--- src/rtl/avg_pkg.sv ---
// Shared state encoding and accumulator width helper for the averaging sequencer.
package avg_pkg;

  typedef enum logic [1:0] {
    IDLE   = 2'd0,
    ACCUM  = 2'd1,
    DIVIDE = 2'd2,
    DONE   = 2'd3
  } state_t;

  // Wide enough to hold maxcnt full-scale samples without overflow.
  function automatic int acc_width(input int datawidth, input int maxcnt);
    return datawidth + $clog2(maxcnt);
  endfunction

endpackage

--- src/rtl/avg_seq_dp.sv ---
// Time-shared averaging datapath: one adder into the accumulator, one divider into avg.
module avg_seq_dp
  import avg_pkg::*;
#(
  parameter int DATAWIDTH = 16,
  parameter int MAXCNT    = 8,
  parameter int ACCW      = acc_width(DATAWIDTH, MAXCNT)
) (
  input  logic                 Clk,
  input  logic                 Rst,
  input  logic                 acc_clr,
  input  logic                 acc_en,
  input  logic                 avg_ld,
  input  logic                 avg_clr,
  input  logic [DATAWIDTH-1:0] in_data,
  input  logic [DATAWIDTH-1:0] num_q,
  output logic [DATAWIDTH-1:0] avg
);

  logic [ACCW-1:0] acc;
  logic [ACCW-1:0] sum;
  logic [ACCW-1:0] quo;

  always_comb begin
    sum = acc + ACCW'(in_data);
    quo = acc / ACCW'(num_q);
  end

  always_ff @(posedge Clk) begin
    if (Rst) begin
      acc <= '0;
      avg <= '0;
    end else begin
      if (acc_clr)     acc <= '0;
      else if (acc_en) acc <= sum;
      // Quotient never exceeds the largest sample, so truncation is exact.
      if (avg_clr)     avg <= '0;
      else if (avg_ld) avg <= DATAWIDTH'(quo);
    end
  end

endmodule

--- src/rtl/avg_seq_ctrl.sv ---
// Averaging sequencer: accepts num samples, accumulates serially, divides once, holds avg until taken.
// state  | meaning
// IDLE   | waiting for start
// ACCUM  | accepting samples until num have arrived
// DIVIDE | one cycle, quotient registered into avg
// DONE   | avg/err presented, waiting for avg_ready
module avg_seq_ctrl
  import avg_pkg::*;
#(
  parameter int DATAWIDTH = 16,
  parameter int MAXCNT    = 8
) (
  input  logic                 Clk,
  input  logic                 Rst,
  input  logic                 start,
  input  logic [DATAWIDTH-1:0] num,
  input  logic                 in_valid,
  input  logic [DATAWIDTH-1:0] in_data,
  output logic                 in_ready,
  output logic [DATAWIDTH-1:0] avg,
  output logic                 avg_valid,
  input  logic                 avg_ready,
  output logic                 busy,
  output logic                 err
);

  localparam int ACCW = acc_width(DATAWIDTH, MAXCNT);
  localparam int CNTW = $clog2(MAXCNT + 1);

  state_t                 state, state_nxt;
  logic [CNTW-1:0]        cnt;
  logic [CNTW-1:0]        cnt_inc;
  logic [DATAWIDTH-1:0]   num_q;
  logic                   num_ok;
  logic                   num_ld, cnt_clr, err_set, err_clr;
  logic                   acc_clr, acc_en, avg_ld, avg_clr;

  assign cnt_inc   = cnt + CNTW'(1);
  assign num_ok    = (num != '0) && (num <= DATAWIDTH'(MAXCNT));
  assign in_ready  = (state == ACCUM);
  assign avg_valid = (state == DONE);
  assign busy      = (state != IDLE);

  always_ff @(posedge Clk) begin
    if (Rst) begin
      state <= IDLE;
      cnt   <= '0;
      num_q <= '0;
      err   <= 1'b0;
    end else begin
      state <= state_nxt;
      if (cnt_clr)     cnt <= '0;
      else if (acc_en) cnt <= cnt_inc;
      if (num_ld) num_q <= num;
      if (err_set)      err <= 1'b1;
      else if (err_clr) err <= 1'b0;
    end
  end

  always_comb begin
    state_nxt = state;
    num_ld    = 1'b0;
    cnt_clr   = 1'b0;
    err_set   = 1'b0;
    err_clr   = 1'b0;
    acc_clr   = 1'b0;
    acc_en    = 1'b0;
    avg_ld    = 1'b0;
    avg_clr   = 1'b0;
    case (state)
      IDLE: begin
        if (start) begin
          if (num_ok) begin
            num_ld    = 1'b1;
            cnt_clr   = 1'b1;
            acc_clr   = 1'b1;
            err_clr   = 1'b1;
            state_nxt = ACCUM;
          end else begin
            avg_clr   = 1'b1;
            err_set   = 1'b1;
            state_nxt = DONE;
          end
        end
      end
      ACCUM: begin
        if (in_valid) begin
          acc_en = 1'b1;
          if (DATAWIDTH'(cnt_inc) == num_q) state_nxt = DIVIDE;
        end
      end
      DIVIDE: begin
        avg_ld    = 1'b1;
        state_nxt = DONE;
      end
      DONE: begin
        if (avg_ready) state_nxt = IDLE;
      end
      default: state_nxt = IDLE;
    endcase
  end

  avg_seq_dp #(
    .DATAWIDTH(DATAWIDTH),
    .MAXCNT   (MAXCNT),
    .ACCW     (ACCW)
  ) u_dp (
    .Clk    (Clk),
    .Rst    (Rst),
    .acc_clr(acc_clr),
    .acc_en (acc_en),
    .avg_ld (avg_ld),
    .avg_clr(avg_clr),
    .in_data(in_data),
    .num_q  (num_q),
    .avg    (avg)
  );

endmodule

--- config.mk ---
export PLATFORM = sky130hd
export DESIGN_NAME = avg_seq_ctrl
export DESIGN_NICKNAME = d
export VERILOG_FILES = /design/src/rtl/avg_pkg.sv /design/src/rtl/avg_seq_dp.sv /design/src/rtl/avg_seq_ctrl.sv
export SDC_FILE = /design/constraint.sdc
export NUM_CORES = 1
export LEC_CHECK = 0
export CAP_MARGIN = 5
export CORE_MARGIN = 2
export CORE_UTILIZATION = 39
export DETAILED_ROUTE_END_ITERATION = 10
export PLACE_DENSITY_LB_ADDON = 0.25
export SLEW_MARGIN = 40
export SYNTH_ARGS = -nofsm -noshare
export SYNTH_HDL_FRONTEND = slang
export SYNTH_SLANG_ARGS = --single-unit
--- constraint.sdc ---
create_clock -name Clk -period 69.9 [get_ports Clk]
set_input_delay 6.99 -clock Clk [delete_from_list [all_inputs] [get_ports Clk]]
set_output_delay 6.99 -clock Clk [all_outputs]
set_load 0.02 [all_outputs]
Yosys cells after proc, flatten, opt, wreduce, memory -nomap -nowiden:

Index checks and enable logic that the tools add are counted.

* add/subtract/negate cells: 2
* divide/modulo/power cells: 1
* order comparisons: 1
* equality and inequality tests: 8
* muxes and demuxes: 17
* reduce and logical (&&, ||, !) cells: 8

Operators by type and width (count)
* $add 19x16->19: 1
* $div 19x16->19: 1
* $eq 4x16->1: 1
* $le 16x4->1 const B: 1
* $reduce_bool 16->1: 1
* $mux 1: 11
* $mux 2: 5
* $pmux 2 s4: 1
* $add 4x1->4 const B: 1
* $eq 2x2->1 const B: 2
* $ne 2x1->1 const B: 2
* $ne 2x2->1 const B: 2
* $reduce_and 4->1: 1
* $reduce_bool 2->1: 2
* $reduce_or 2->1: 2
* $eq 2x1->1 const B: 1
* $logic_not 2->1: 1
* $logic_and 1x1->1: 1

* register bits: 58
* input port bits: 37
* output and inout port bits: 20
* word-level logic and storage cells: 43

Logic depth before layout (Yosys ltp):

* depth in word-level cells: 7
* mapped depth: 169

By module:

Synthesis repeated with hierarchy kept, for this count alone.

* cell total of the unflattened synthesis: 1620
* area, all modules: 12285.5 µm²

Modules (own cells, without submodules)
* avg_seq_dp: times used 1, cells each 1511, area an instance 11220.8 µm², sequential area each 700.7 µm²
* avg_seq_ctrl: times used 1, cells each 109, area an instance 1064.8 µm², sequential area each 460.4 µm²

Worst setup path before layout:

Ideal clock, no wire load.

* path type: reg2reg
* from: register num_q[7]
* to: register u_dp.avg[0]
* library setup time: 0.122 ns
* arrival time: 33.711 ns
* data required time: 69.778 ns
* setup slack: 36.066 ns
* stages on the path, launching flop included: 159
* buffers on the path: 16
* cells stage by stage: dfxtp_1 or4_1 buf_2 nor2_2 nand4_1 and2_1 ha_1 o21a_1 o21a_1 nand2_1 mux2_2 ha_1 or2_2 o311a_1 o211ai_1 a22oi_2 ha_1 a21o_1 (+123 left out) nand2_1 a21o_1 a21oi_4 buf_6 mux2i_1 ha_1 nor2b_1 o21a_1 o21a_1 o21a_1 o21a_1 o21a_1 o21a_1 o211ai_1 a211o_1 o311ai_0 o21bai_1 o31ai_1

* word-level cells in the longest chain between the ends: 1

Ends and longest elaborated chain
* from (decl): RTL line avg_seq_ctrl.sv:33 `logic [DATAWIDTH-1:0] num_q;`
* from (signal assigned): RTL line avg_seq_ctrl.sv:54 `if (num_ld) num_q <= num;`
* $div 19x16->19: RTL line avg_seq_dp.sv:26 `quo = acc / ACCW'(num_q);`
* to (signal assigned): RTL line avg_seq_dp.sv:38 `else if (avg_ld) avg <= DATAWIDTH'(quo);`
* to (decl): RTL line avg_seq_dp.sv:17 `output logic [DATAWIDTH-1:0] avg`

Every way passes these cells.
A chain may end at the register's enable or synchronous reset.

Worst setup path in the final report:

Same ends and word-level chain as after synthesis.

==> impl_metrics.tcl <==
set metrics [dict create \
    status "finished clean" \
    clk_latency_ns 0.35 \
    worstPathArrival_ns 38.71 \
    end_kind "flip-flop" \
    cp_data_required_time_ns 70.14 \
    routedWlPerCell_um 18.4 \
    initial_core_util 0.393 \
    synth_top_cell_by_area "ha_1" \
    wl_met1_mm 18.4 \
    layout.area.seq_um2 1160 \
    fin_skew_ns 0.0124 \
    gp_congestion 0.913 \
    drv_cap 0 \
    yosysWarnings 0 \
    synthArstFlopShare 0 \
    crit_path_frequent_cell "ha_1" \
    critPathLaunchType "flip-flop" \
    syn_to_final_growth_pct 10.9 \
    dr_wl_met2_mm 16.7 \
    critPathKind "reg2reg" \
    fillerInstances 3174 \
    rows 65 \
    synth_top_family_by_area "compound AO/OA/AOI/OAI gates" \
    synth_edf_count 0 \
    setup_tns_ns 0 \
    die_w_um 182 \
    postSynthCellCount 1638 \
    multiInputGateArea_um2 10700 \
    grt_pass1_vias 11800 \
    layout_common_cells "207 x ha_1, 181 x nor2_1, 115 x a21oi_1" \
    first_pass_iters 5 \
    core_um2 31300 \
    finalHoldViolCount 0 \
    post-route-period-util 0.550 \
    finalWirelength_mm 38.1 \
    yosysSeqAreaShare 0.0944 \
    grt_pass1_wl_mm 61.0 \
    syn_area_um2 12300 \
    slowest_stage "or4_1" \
    met3_length_mm 2.36 \
    synth.distinct_cells 97 \
    max_stage_delay_ns 0.72 \
    grt_start_max_net_pins 39 \
    grtUsageTotal 0.228 \
    synthesis.nets 1883 \
    dieArea_um2 33000 \
    final.min_clock_period_ns 38.47 \
    clk_path_buf_depth 2 \
    die_h_um 182 \
    h-tree-depth 3 \
    fmax_mhz 26.0 \
    postCtsSetupBuffers 0 \
    synthMuxAreaShare 0.0681 \
    vias_per_cell 5.99 \
    setup_viol 0 \
    cts-root-buf "clkbuf_16" \
    worst_slew_pin_slew_ns 0.808 \
    hold_depth 2 \
    highest_layer "met4" \
    clk_pin_slew_ns 0.07 \
    drt-initial-drc-count 868 \
    clock_sinks 58 \
    cts_tree "yes" \
    numCtsBuffers 9 \
    hpwl_mm 30.0 \
    pin_count 57 \
    slew_headroom 0.447 \
    synth_xor_area_frac 0.0826 \
    drive_above_1_share 0.0743 \
    grt_remaining_overflow 0 \
    path_max_fanout 21 \
    final_common_cell "ha_1" \
    via_count 12400 \
    synth-main-ff-cell "dfxtp_1" \
    drc 0 \
    reg2reg_depth 147 \
    yosys_register_bits 58 \
    antenna_found_initial 0 \
    rsz0062_at_grt "false" \
    hp-class "reg2reg" \
    ctsHoldBuffers 0 \
    ant_nets 0 \
    yosys-top-cells-area "ha_1 21%, dfxtp_1 9.4%, nor2_1 5.5%" \
    synth_compound_area_frac 0.287 \
    cts_resized 0 \
    synth_top_area_frac 0.211 \
    diodes 0 \
    io_buffers 56 \
    finalNetCount 1910 \
    synth-simple-area-share 0.217 \
    slew_violations 0 \
    syn_avg_cell_area_um2 7.51 \
    synthAdderAreaFrac 0.212 \
]
==> final timing paths <==
path	start	end	slack (ns)
hold / removal	u_dp.acc[0]$_SDFFE_PP0P_	u_dp.acc[0]$_SDFFE_PP0P_	0.48
setup / recovery	num_q[7]$_SDFFE_PP0P_	u_dp.avg[0]$_SDFFE_PP0P_	31.43
setup reg to reg	num_q[7]$_SDFFE_PP0P_	u_dp.avg[0]$_SDFFE_PP0P_	31.43
hold reg to reg	u_dp.acc[0]$_SDFFE_PP0P_	u_dp.acc[0]$_SDFFE_PP0P_	0.48
==> stage by stage <==
stage / instance area, um^2 / cells / util / worst slack [ns] / hold WS [ns]
global placement: 13300 / 2055 / 0.423 / 32.18 / 0.454
global route: 13600 / 2072 / 0.436 / 28.94 / 0.510
finish: 13600 / 2072 / 0.436 / 31.43 / 0.480
CTS: 13600 / 2071 / 0.435 / 31.89 / 0.481
detailed placement: 13300 / 2055 / 0.424 / 32.08 / 0.472
floorplan: 12300 / 1638 / - / 36.07 / 0.453
==> sequential cells by signal, indices dropped and copies added, names as in the netlist <==
signal    cells
cnt           4
err           1
num_q        16
state         2
u_dp.acc     19
u_dp.avg     16
==> synthesized netlist by cell type, types with 4 or more instances <==
cell,number
a21o_1,49
a31o_2,6
o21bai_1,11
nor3_1,61
xnor2_1,72
inv_1,66
nor4_1,6
a21boi_0,5
o2111ai_1,6
a31oi_1,19
o21ai_0,73
or2_2,17
or3_1,29
nand3_1,30
nand4_1,16
nand3b_1,5
mux2_1,8
clkbuf_1,44
o31a_1,9
o22ai_1,5
and3_1,13
o31ai_1,15
o211ai_1,26
and2_1,14
mux2i_1,29
a41oi_1,8
a21oi_1,116
and4_1,7
nor2_1,181
o21ai_1,12
a211o_1,10
dfxtp_1,58
nand2b_1,15
ha_1,207
nor2b_1,22
mux2_4,5
or4_1,5
o21a_1,54
mux2_2,34
buf_2,6
xor2_1,44
a211oi_1,24
nand2_1,109
nand4b_1,4
==> kinds of logic after synthesis <==
| logic type | count (synthesis) |
|---|---|
| mux | 76 |
| buf+inv | 122 |
| compound gates | 509 |
| flops | 58 |
| xor+xnor | 116 |
| fa+ha+maj | 208 |
| simple gates | 549 |
==> worst max-delay path, delay by kind of cell, from the launching register on <==
family	cells	cell delay [ns]
AOI/OAI and AO/OA	84	20.94
and+or+nand+nor	35	8.83
adders and majority gates	18	5.81
muxes	5	1.73
buffers and inverters	5	0.69
DFF	1	0.32
==> area by class of cell <==
cell class	count	area share
Clock inverter	7	0.00917
Inverter	67	0.0184
Tap cell	402	0.0369
Clock buffer	9	0.0165
Multi-Input combinational cell	1458	0.783
Sequential cell	58	0.0851
Timing Repair Buffer	71	0.0508
==> layer usage <==
| metal | GRT usage | up-vias |
|---|---|---|
| met2 | 0.372 | 383 |
| met5 | 0 | - |
| met1 | 0.317 | 5783 |
| met4 | 0.0527 | 0 |
| li1 | - | 6192 |
| met3 | 0.0315 | 50 |
Power is left out: the tool's default activity adds up to more than one toggle a clock period on the data nets, which glitch-free logic cannot reach.
